`config.mk`:
```
export PLATFORM = sky130hd
export DESIGN_NAME = quantum_arbiter
export DESIGN_NICKNAME = d
export VERILOG_FILES = /design/src/rtl/quantum_arbiter_pkg.sv /design/src/rtl/quantum_arbiter_timer.sv /design/src/rtl/quantum_arbiter.sv
export SDC_FILE = /design/constraint.sdc
export NUM_CORES = 1
export LEC_CHECK = 0
export CORE_UTILIZATION = 55
export CTS_BUF_LIST = sky130_fd_sc_hd__clkbuf_4
export CTS_CLUSTER_DIAMETER = 80
export DETAILED_ROUTE_END_ITERATION = 6
export GPL_TIMING_DRIVEN = 0
export PLACE_DENSITY = 0.8
export SYNTH_ARGS = -nofsm -noshare
export SYNTH_HDL_FRONTEND = slang
export SYNTH_SLANG_ARGS = --single-unit
```
`constraint.sdc`:
```
create_clock -name clock -period 2.55 [get_ports clock]
set_clock_uncertainty 0.15 [all_clocks]
set_input_delay 0.51 -clock clock [delete_from_list [all_inputs] [get_ports clock]]
set_output_delay 0.51 -clock clock [all_outputs]
set_load 0.01 [all_outputs]
```
`src/rtl/quantum_arbiter_pkg.sv`:
```
// Shared constants for the quantum arbiter: state encodings and the
// constant-width helper used to size the pointer and the quantum timer.
package quantum_arbiter_pkg;

  localparam logic STATE_IDLE  = 1'b0;
  localparam logic STATE_GRANT = 1'b1;

  // Ceiling log2 clamped to a minimum of 1 so degenerate values still give a usable vector.
  function automatic int unsigned clog2_min1(input int unsigned value);
    int unsigned bits;
    bits = 0;
    while ((64'd1 << bits) < 64'(value)) bits++;
    return (bits == 0) ? 1 : bits;
  endfunction

endpackage

```
`src/rtl/quantum_arbiter_timer.sv`:
```
// Quantum timer: loadable down-counter that flags zero when the current tenure
// has used its last cycle. quantum=0 keeps the counter parked at zero.
module quantum_arbiter_timer
  import quantum_arbiter_pkg::*;
#(
  parameter int unsigned quantum = 8
) (
  input  logic clock,
  input  logic reset,
  input  logic i_load,
  input  logic i_enable,
  output logic o_zero
);

  localparam int unsigned TW = clog2_min1(quantum);
  localparam logic [TW-1:0] LOAD_VAL = (quantum == 0) ? '0 : TW'(quantum - 1);

  logic [TW-1:0] r_count;

  // NOTE: sequential state uses non-blocking assignments so every register samples pre-edge values.
  always_ff @(posedge clock or posedge reset) begin
    if (reset) begin
      r_count <= '0;
    end else if (quantum == 0) begin
      r_count <= '0;
    end else if (i_load) begin
      r_count <= LOAD_VAL;
    end else if (i_enable && (r_count != '0)) begin
      r_count <= r_count - TW'(1);
    end
  end

  assign o_zero = (r_count == '0);

endmodule

```
`src/rtl/quantum_arbiter.sv`:
```
// Round-robin arbiter with a per-tenure time quantum and a pulsed expiry output.
// Optional macro QUANTUM_ARBITER_PARK_EN keeps grant parked on the last owner while idle.
module quantum_arbiter
  import quantum_arbiter_pkg::*;
#(
  parameter int unsigned width   = 4,
  parameter int unsigned quantum = 8
) (
  input  logic             clock,
  input  logic             reset,
  input  logic [width-1:0] i_req,
  output logic [width-1:0] o_grant,
  output logic             o_grant_valid,
  output logic             o_expired
);

  localparam int unsigned IW = clog2_min1(width);
  localparam logic [IW-1:0] LAST_IDX = IW'(width - 1);

  typedef enum logic {
    IDLE  = STATE_IDLE,
    GRANT = STATE_GRANT
  } state_e;

  state_e           r_state;
  logic [width-1:0] r_grant;
  logic             r_grant_valid;
  logic             r_expired;
  logic [IW-1:0]    r_ptr;

  state_e           w_state_d;
  logic [width-1:0] w_grant_d;
  logic             w_grant_valid_d;
  logic             w_expired_d;
  logic [IW-1:0]    w_ptr_d;
  logic             w_timer_load;
  logic             w_timer_en;
  logic             w_timer_zero;

  logic [width-1:0] w_cand;
  logic [width-1:0] w_win_onehot;
  logic [width-1:0] w_idle_grant;
  logic [IW-1:0]    w_idx;
  logic [IW-1:0]    w_winner;
  logic [IW-1:0]    w_winner_next;
  logic             w_found;
  logic             w_owner_req;

  quantum_arbiter_timer #(
    .quantum (quantum)
  ) u_timer (
    .clock    (clock),
    .reset    (reset),
    .i_load   (w_timer_load),
    .i_enable (w_timer_en),
    .o_zero   (w_timer_zero)
  );

  // In GRANT the owner is excluded, so a release or expiry always looks elsewhere first.
  assign w_cand      = (r_state == GRANT) ? (i_req & ~r_grant) : i_req;
  assign w_owner_req = |(i_req & r_grant);

`ifdef QUANTUM_ARBITER_PARK_EN
  assign w_idle_grant = r_grant;
`else
  assign w_idle_grant = '0;
`endif

  // Round-robin scan starting at the pointer, wrapping at width-1.
  always_comb begin
    w_found  = 1'b0;
    w_winner = '0;
    w_idx    = r_ptr;
    for (int k = 0; k < int'(width); k++) begin
      if (!w_found && w_cand[w_idx]) begin
        w_found  = 1'b1;
        w_winner = w_idx;
      end
      w_idx = (w_idx == LAST_IDX) ? '0 : w_idx + IW'(1);
    end
  end

  assign w_win_onehot  = {{(width-1){1'b0}}, 1'b1} << w_winner;
  assign w_winner_next = (w_winner == LAST_IDX) ? '0 : w_winner + IW'(1);

  // NOTE: every output of this block gets a default first, so no path can infer a latch.
  always_comb begin
    w_state_d       = r_state;
    w_grant_d       = r_grant;
    w_grant_valid_d = r_grant_valid;
    w_expired_d     = 1'b0;
    w_ptr_d         = r_ptr;
    w_timer_load    = 1'b0;
    w_timer_en      = 1'b0;

    unique case (r_state)
      IDLE: begin
        w_grant_d       = w_idle_grant;
        w_grant_valid_d = 1'b0;
        if (w_found) begin
          w_state_d       = GRANT;
          w_grant_d       = w_win_onehot;
          w_grant_valid_d = 1'b1;
          w_ptr_d         = w_winner_next;
          w_timer_load    = 1'b1;
        end
      end

      GRANT: begin
        if (!w_owner_req) begin
          // Release takes priority over a coincident expiry.
          if (w_found) begin
            w_grant_d    = w_win_onehot;
            w_ptr_d      = w_winner_next;
            w_timer_load = 1'b1;
          end else begin
            w_state_d       = IDLE;
            w_grant_d       = w_idle_grant;
            w_grant_valid_d = 1'b0;
          end
        end else if ((quantum != 0) && w_timer_zero) begin
          w_expired_d  = 1'b1;
          w_timer_load = 1'b1;
          if (w_found) begin
            w_grant_d = w_win_onehot;
            w_ptr_d   = w_winner_next;
          end
        end else begin
          w_timer_en = 1'b1;
        end
      end

      default: begin
        w_state_d       = IDLE;
        w_grant_d       = '0;
        w_grant_valid_d = 1'b0;
      end
    endcase
  end

  always_ff @(posedge clock or posedge reset) begin
    if (reset) begin
      r_state       <= IDLE;
      r_grant       <= '0;
      r_grant_valid <= 1'b0;
      r_expired     <= 1'b0;
      r_ptr         <= '0;
    end else begin
      r_state       <= w_state_d;
      r_grant       <= w_grant_d;
      r_grant_valid <= w_grant_valid_d;
      r_expired     <= w_expired_d;
      r_ptr         <= w_ptr_d;
    end
  end

  assign o_grant       = r_grant;
  assign o_grant_valid = r_grant_valid;
  assign o_expired     = r_expired;

endmodule

```
Word level (Yosys, flattened, before mapping):

Index checks and enable logic that the tools add are counted.

* memories: 0
* output and inout port bits: 6
* word-level logic and storage cells: 87
* input bits: 6
* bits in registers: 12
* latch bits: 0
* ROM bits: 0
* RAM bits: 0

* shifts and indexed selects: 1
* equal/unequal tests: 8
* reductions and logical operators: 13
* multiplexer cells: 46
* bitwise gates (word level): 4
* order comparisons: 4
* $mul: 0
* div/mod/pow operators: 0
* add/subtract/negate cells: 5

Operators by type and width (number)
* $mux 2: 11
* $mux 4: 5
* $mux 1: 19
* $lt 2x3->1 const B: 4
* $add 2x1->2 const B: 4
* $and 4x4->4: 2
* $bmux 1 s2: 4
* $eq 2x2->1 const B: 4
* $pmux 4 s2: 1
* $mux 3: 2
* $pmux 1 s2: 3
* $logic_and 1x1->1: 4
* $ne 2x2->1 const B: 2
* $not 4->4: 1
* $pmux 2 s2: 1
* $reduce_and 2->1: 2
* $reduce_or 4->1: 1
* $shl 1x2->4 const A: 1
* $logic_not 1->1: 3
* $logic_not 3->1: 1
* $ne 3x2->1 const B: 1
* $ne 3x3->1 const B: 1
* $reduce_bool 3->1: 1
* $sub 3x1->3 const B: 1
* other kinds (2): 2

Logic depth before layout (Yosys ltp):

* depth in word-level cells: 21
* mapped depth: 9
* mapped depth without buffers: 8

Cells and area by module:

Synthesis repeated with hierarchy kept, for this count alone.

* cells, all modules: 99
* area total of the unflattened synthesis: 1037.2 sq um

Modules (own cells, without submodules)
* quantum_arbiter: area each 849.6 sq um, seq. area each 225.2 sq um, instances 1, cells an instance 81
* quantum_arbiter_timer: area each 187.7 sq um, seq. area each 75.1 sq um, instances 1, cells an instance 18

Worst setup path before layout:

OpenSTA, ideal clock, no wires.

* kind: input port to flip-flop
* start point: in i_req[3]
* end point: reg r_ptr[1]
* path buffers: 0
* data arrival time: 2061 ps
* stages on the path: 6
* required time: 2273 ps
* slack: 211 ps
* setup time: 127 ps
* cells stage by stage: a21boi_4 -> inv_2 -> mux4_2 -> a22o_1 -> ha_1 -> mux2_1

* word-level cells in the longest chain between the ends: 20
* elaborated cells on any way between the ends: 34
* those cells by class: add/sub: 1; eq/ne: 2; mux: 22; bitwise: 2; reduce/logical: 7

Ends and longest elaborated chain
* start: declaration: RTL line quantum_arbiter.sv:11 `input logic [width-1:0] i_req,`
* $and 4x4->4: RTL line quantum_arbiter.sv:60 `assign w_cand = (r_state == GRANT) ? (i_req & ~r_grant) : i_req;`
* $mux 4 *: RTL line quantum_arbiter.sv:60
* $bmux 1 s2: RTL line quantum_arbiter.sv:75 `if (!w_found && w_cand[w_idx]) begin`
* $mux 1 (not written as such): RTL line quantum_arbiter.sv:75
* $mux 1: RTL line quantum_arbiter.sv:75
* $logic_not 1->1: RTL line quantum_arbiter.sv:75
* $logic_and 1x1->1: RTL line quantum_arbiter.sv:75
* $mux 1: RTL line quantum_arbiter.sv:75
* [5 not listed]
* $mux 2 *: RTL line quantum_arbiter.sv:75
* $add 2x1->2 / $eq 2x2->1 (equally long branches): RTL line quantum_arbiter.sv:84 `assign w_winner_next = (w_winner == LAST_IDX) ? '0 : w_winner + IW'(1);`
* $mux 2 *: RTL line quantum_arbiter.sv:84
* named net w_winner_next[1]: RTL line quantum_arbiter.sv:45 `logic [IW-1:0] w_winner_next;`
* $mux 2 *: RTL line quantum_arbiter.sv:100, quantum_arbiter.sv:112, quantum_arbiter.sv:124
* $mux 2: RTL line quantum_arbiter.sv:121 `end else if ((quantum != 0) && w_timer_zero) begin`
* $mux 2: RTL line quantum_arbiter.sv:110 `if (!w_owner_req) begin`
* $pmux 2 s2 *: RTL line quantum_arbiter.sv:96 `unique case (r_state)`
* end signal: assignment: RTL line quantum_arbiter.sv:153 `r_ptr <= w_ptr_d;`
* end: declaration: RTL line quantum_arbiter.sv:29 `logic [IW-1:0] r_ptr;`

The timed path passes the listed nets; every way through them passes the cells marked *. The select of a mux whose other input is x is not followed.
A chain may end at the register's enable or synchronous reset.

Final worst setup path:

* start point: in i_req[2]
* end point: reg r_ptr[1]

Same word-level chain as after synthesis.

==> impl_results.md <==
* ANT cells at 0
* Post-Route Utilization at 0.793
* Maximum VDD drop at 0.00101 V
* Initial cell density of the core at 0.623
* Period minus WS final at around 2.5 ns
* H-tree level count at 1
* First-pass GRT wire length at 2920 um
* Final wirelength at 1930 um
* Share of layout cells above drive strength 1 at 0.214
* GRT overflow at 0
* Critical Path Max Stage Delay at 0.53 ns
* Status: complete, no violations
* CTS Hold Bufs at 0
* Die Wd at 41.3 um
* Site Rows at 13
* Root Buffer: clkbuf_4
* Post-synthesis sequential area ratio at 0.353
* Per-cell routed wire length at 15.2 um
* CTS Buffer Depth at 2
* Req. time, crit path at around 2.6 ns
* Final setup violation count at 0
* Vias in the first global route at 640
* Total number of vias at 775
* Worst path buffer plus inverter count at 1
* Syn avg cell area at about 9.3 um2
* Net Count, Synth at 104
* Slew Viols, Final at 0
* Area of the die at 0.00171 mm2
* Setup TNS at 0 ns
* Worst min-delay path class: reg -> reg
* Initial antenna violation count at 0
* ANT nets after route at 0
* Synth warn at 0
* GRT Resource Usage Total at 0.272
* Fmax at slightly below 400 MHz
* Clock sinks at 12
* Slew margin rel. at 0.660
* Ports at 12
* Critical Path Slowest Stage Cell: mux4_2
* Met2 usage at 0.418
* Layout area overhead at 27.4%
* Initial DRT Pass Iterations at 4
* Leak at 0.000509 uW
* Clk_lat worst skew at 0.27 ns
* Vias per cell at 6.10
* CTS tree: done
* Pwr Density at 1430 mW/mm2
* Nets at between 100 and 150
* Largest net degree at the start of global routing at 13
* # Max-Cap Violations at 0
* GR peak layer: met2
* Dpl cell area at 980 um2
* CP Cell Sequence: clkdlybuf4s50_1 -> nand2_2 -> mux4_2 -> a22o_1 -> ha_1 -> mux2_1
* Initial DRC count at 28
* Crit Path Class: in -> reg
* Clock buffer count from CTS at 3
* Yosys reg bits at 12
* PortBufs at 11
* Post-route DRC violation count at 0
* Kind of start point of the critical path: input port
* GPL Wtd Cong at 0.864
* Crit share post-route at 0.988
* Cell Area, Synth at 851 um2
* Final hold viol count at 0
* Crit path max-delay family: multiplexers
* Mapped Cells at 91
* Slew @ Worst Pin at 0.505 ns
* Post-synth cell types at 34
* Post-route cell area at 0.00108 mm2
* Crit Path Max Fanout at 4
* GR Util met1 at 0.381
* Worst Setup End Kind: register
* Post-DP HPWL at about 1400 um
* WP data arrival at ~2.5 ns
* Core area at 0.00137 mm2
* Met3 Use GR at 0.0798
* Die extent in y at 41.3 um
* Reg clk slew, reported paths at 0.07 ns
-- area by class of cell --
type	instances	area, um2
Buffer	2	16.3
Clock buffer	3	22.5
Clock inverter	1	3.75
Fill cell	92	283
Inverter	8	30.0
Multi-Input combinational cell	69	539
Sequential cell	12	300
Tap cell	15	18.8
Timing Repair Buffer	17	153
-- flip-flops by register name, summed over array words and instances (netlist names) --
| signal | flops |
|---|---|
| u_timer.r_count | 3 |
| r_ptr | 2 |
| o_expired | 1 |
| o_grant | 4 |
| o_grant_valid | 1 |
| r_state | 1 |
-- cell usage after synthesis (all sizes together) --
master,n,share of area
dfrtp,12,0.35
nand2,11,0.049
inv,8,0.035
ha,7,0.10
a21oi,6,0.035
nor2,6,0.026
a22o,5,0.051
a21boi,4,0.053
a22oi,4,0.035
nor3,4,0.024
and2,3,0.025
buf,2,0.019
mux2i,2,0.024
o21a,2,0.018
o21ai,2,0.016
o22ai,2,0.015
a211oi,1,0.0088
a21o,1,0.0088
a311oi,1,0.010
a31o,1,0.010
a31oi,1,0.0074
and4,1,0.010
mux2,1,0.013
mux4,1,0.026
nor4,1,0.0074
o31ai,1,0.0088
or3,1,0.0074
-- cells in the final DEF (no fill, tap or decap), types with 3 or more instances in the layout --
cell type,netlist,layout
a21oi_1,6,6
a22o_1,5,5
a22oi_1,4,4
buf_4,0,6
clkbuf_4,0,3
clkdlybuf4s50_1,0,9
dfrtp_1,12,12
ha_1,7,7
inv_1,6,6
nand2_1,11,10
nor2_1,6,5
nor3_1,4,4
-- cell families (layout without fill, tap and decap cells) --
| group | count (synthesis) | in the layout | share of synthesized area |
|---|---|---|---|
| AOI/OAI and AO/OA | 31 | 31 | 0.278 |
| buffers and inverters | 10 | 31 | 0.0544 |
| and+or+nand+nor | 27 | 27 | 0.149 |
| adders and majority gates | 7 | 7 | 0.103 |
| DFF | 12 | 12 | 0.353 |
| muxes | 4 | 4 | 0.0632 |
-- where the power goes --
part	total (uW)	internal [uW]	leakage (uW)	switching (uW)
sequential	340	271	0.000139	68.4
combinational	1100	514	0.000354	583
clock	114	56.6	0.0000154	57.1
-- final timing paths --
| path | endpoint | slack, ns | startpoint | depth (start not counted) |
|---|---|---|---|---|
| setup / recovery | r_ptr[1]$_DFFE_PP0P_ | 0.03 | i_req[2] | 6 |
| max in group asynchronous | u_timer.r_count[2]$_DFFE_PP0P_ | 1.57 | reset | 2 |
| hold / removal | o_grant_valid$_DFFE_PP0P_ | 0.37 | o_grant_valid$_DFFE_PP0P_ | 2 |
| hold reg to reg | o_grant_valid$_DFFE_PP0P_ | 0.37 | o_grant_valid$_DFFE_PP0P_ | 2 |
| setup reg to reg | r_ptr[1]$_DFFE_PP0P_ | 0.10 | r_ptr[1]$_DFFE_PP0P_ | 7 |
| min in group asynchronous | u_timer.r_count[0]$_DFFE_PP0P_ | 0.38 | reset | 2 |
-- layer usage --
metal | part of all wire | up-vias
met5 | 0 | -
met4 | 0.0026 | 0
met3 | 0.066 | 2
met2 | 0.46 | 34
met1 | 0.47 | 359
li1 | - | 380
-- stage by stage --
| step | instances | power, uW | hold WS [ns] | worst slack [ns] |
|---|---|---|---|---|
| after floorplan | 91 | 1040 | 0.225 | 0.211 |
| after global placement | 117 | 1240 | 0.354 | -0.401 |
| after detailed placement | 117 | 1290 | 0.362 | -0.443 |
| after CTS | 127 | 1500 | 0.372 | 0.0152 |
| after global routing | 127 | 1670 | 0.399 | -0.0256 |
| final | 127 | 1550 | 0.368 | 0.0294 |
-- worst min-delay path: cells and delay by family, from the launching register on --
family | cells | cell delay (ns)
DFF | 1 | 0.38
buffers and inverters | 1 | 0.05
AOI/OAI and AO/OA | 1 | 0.05
-- what timing repair did --
action,in CTS,in global routing
endpoints found under the hold margin,0,0
buffers inserted,6,0
resized for setup,6,3
pin swaps,2,1
setup endpoints to repair,3,1
Note: power is estimated with default switching activity, not from simulation.
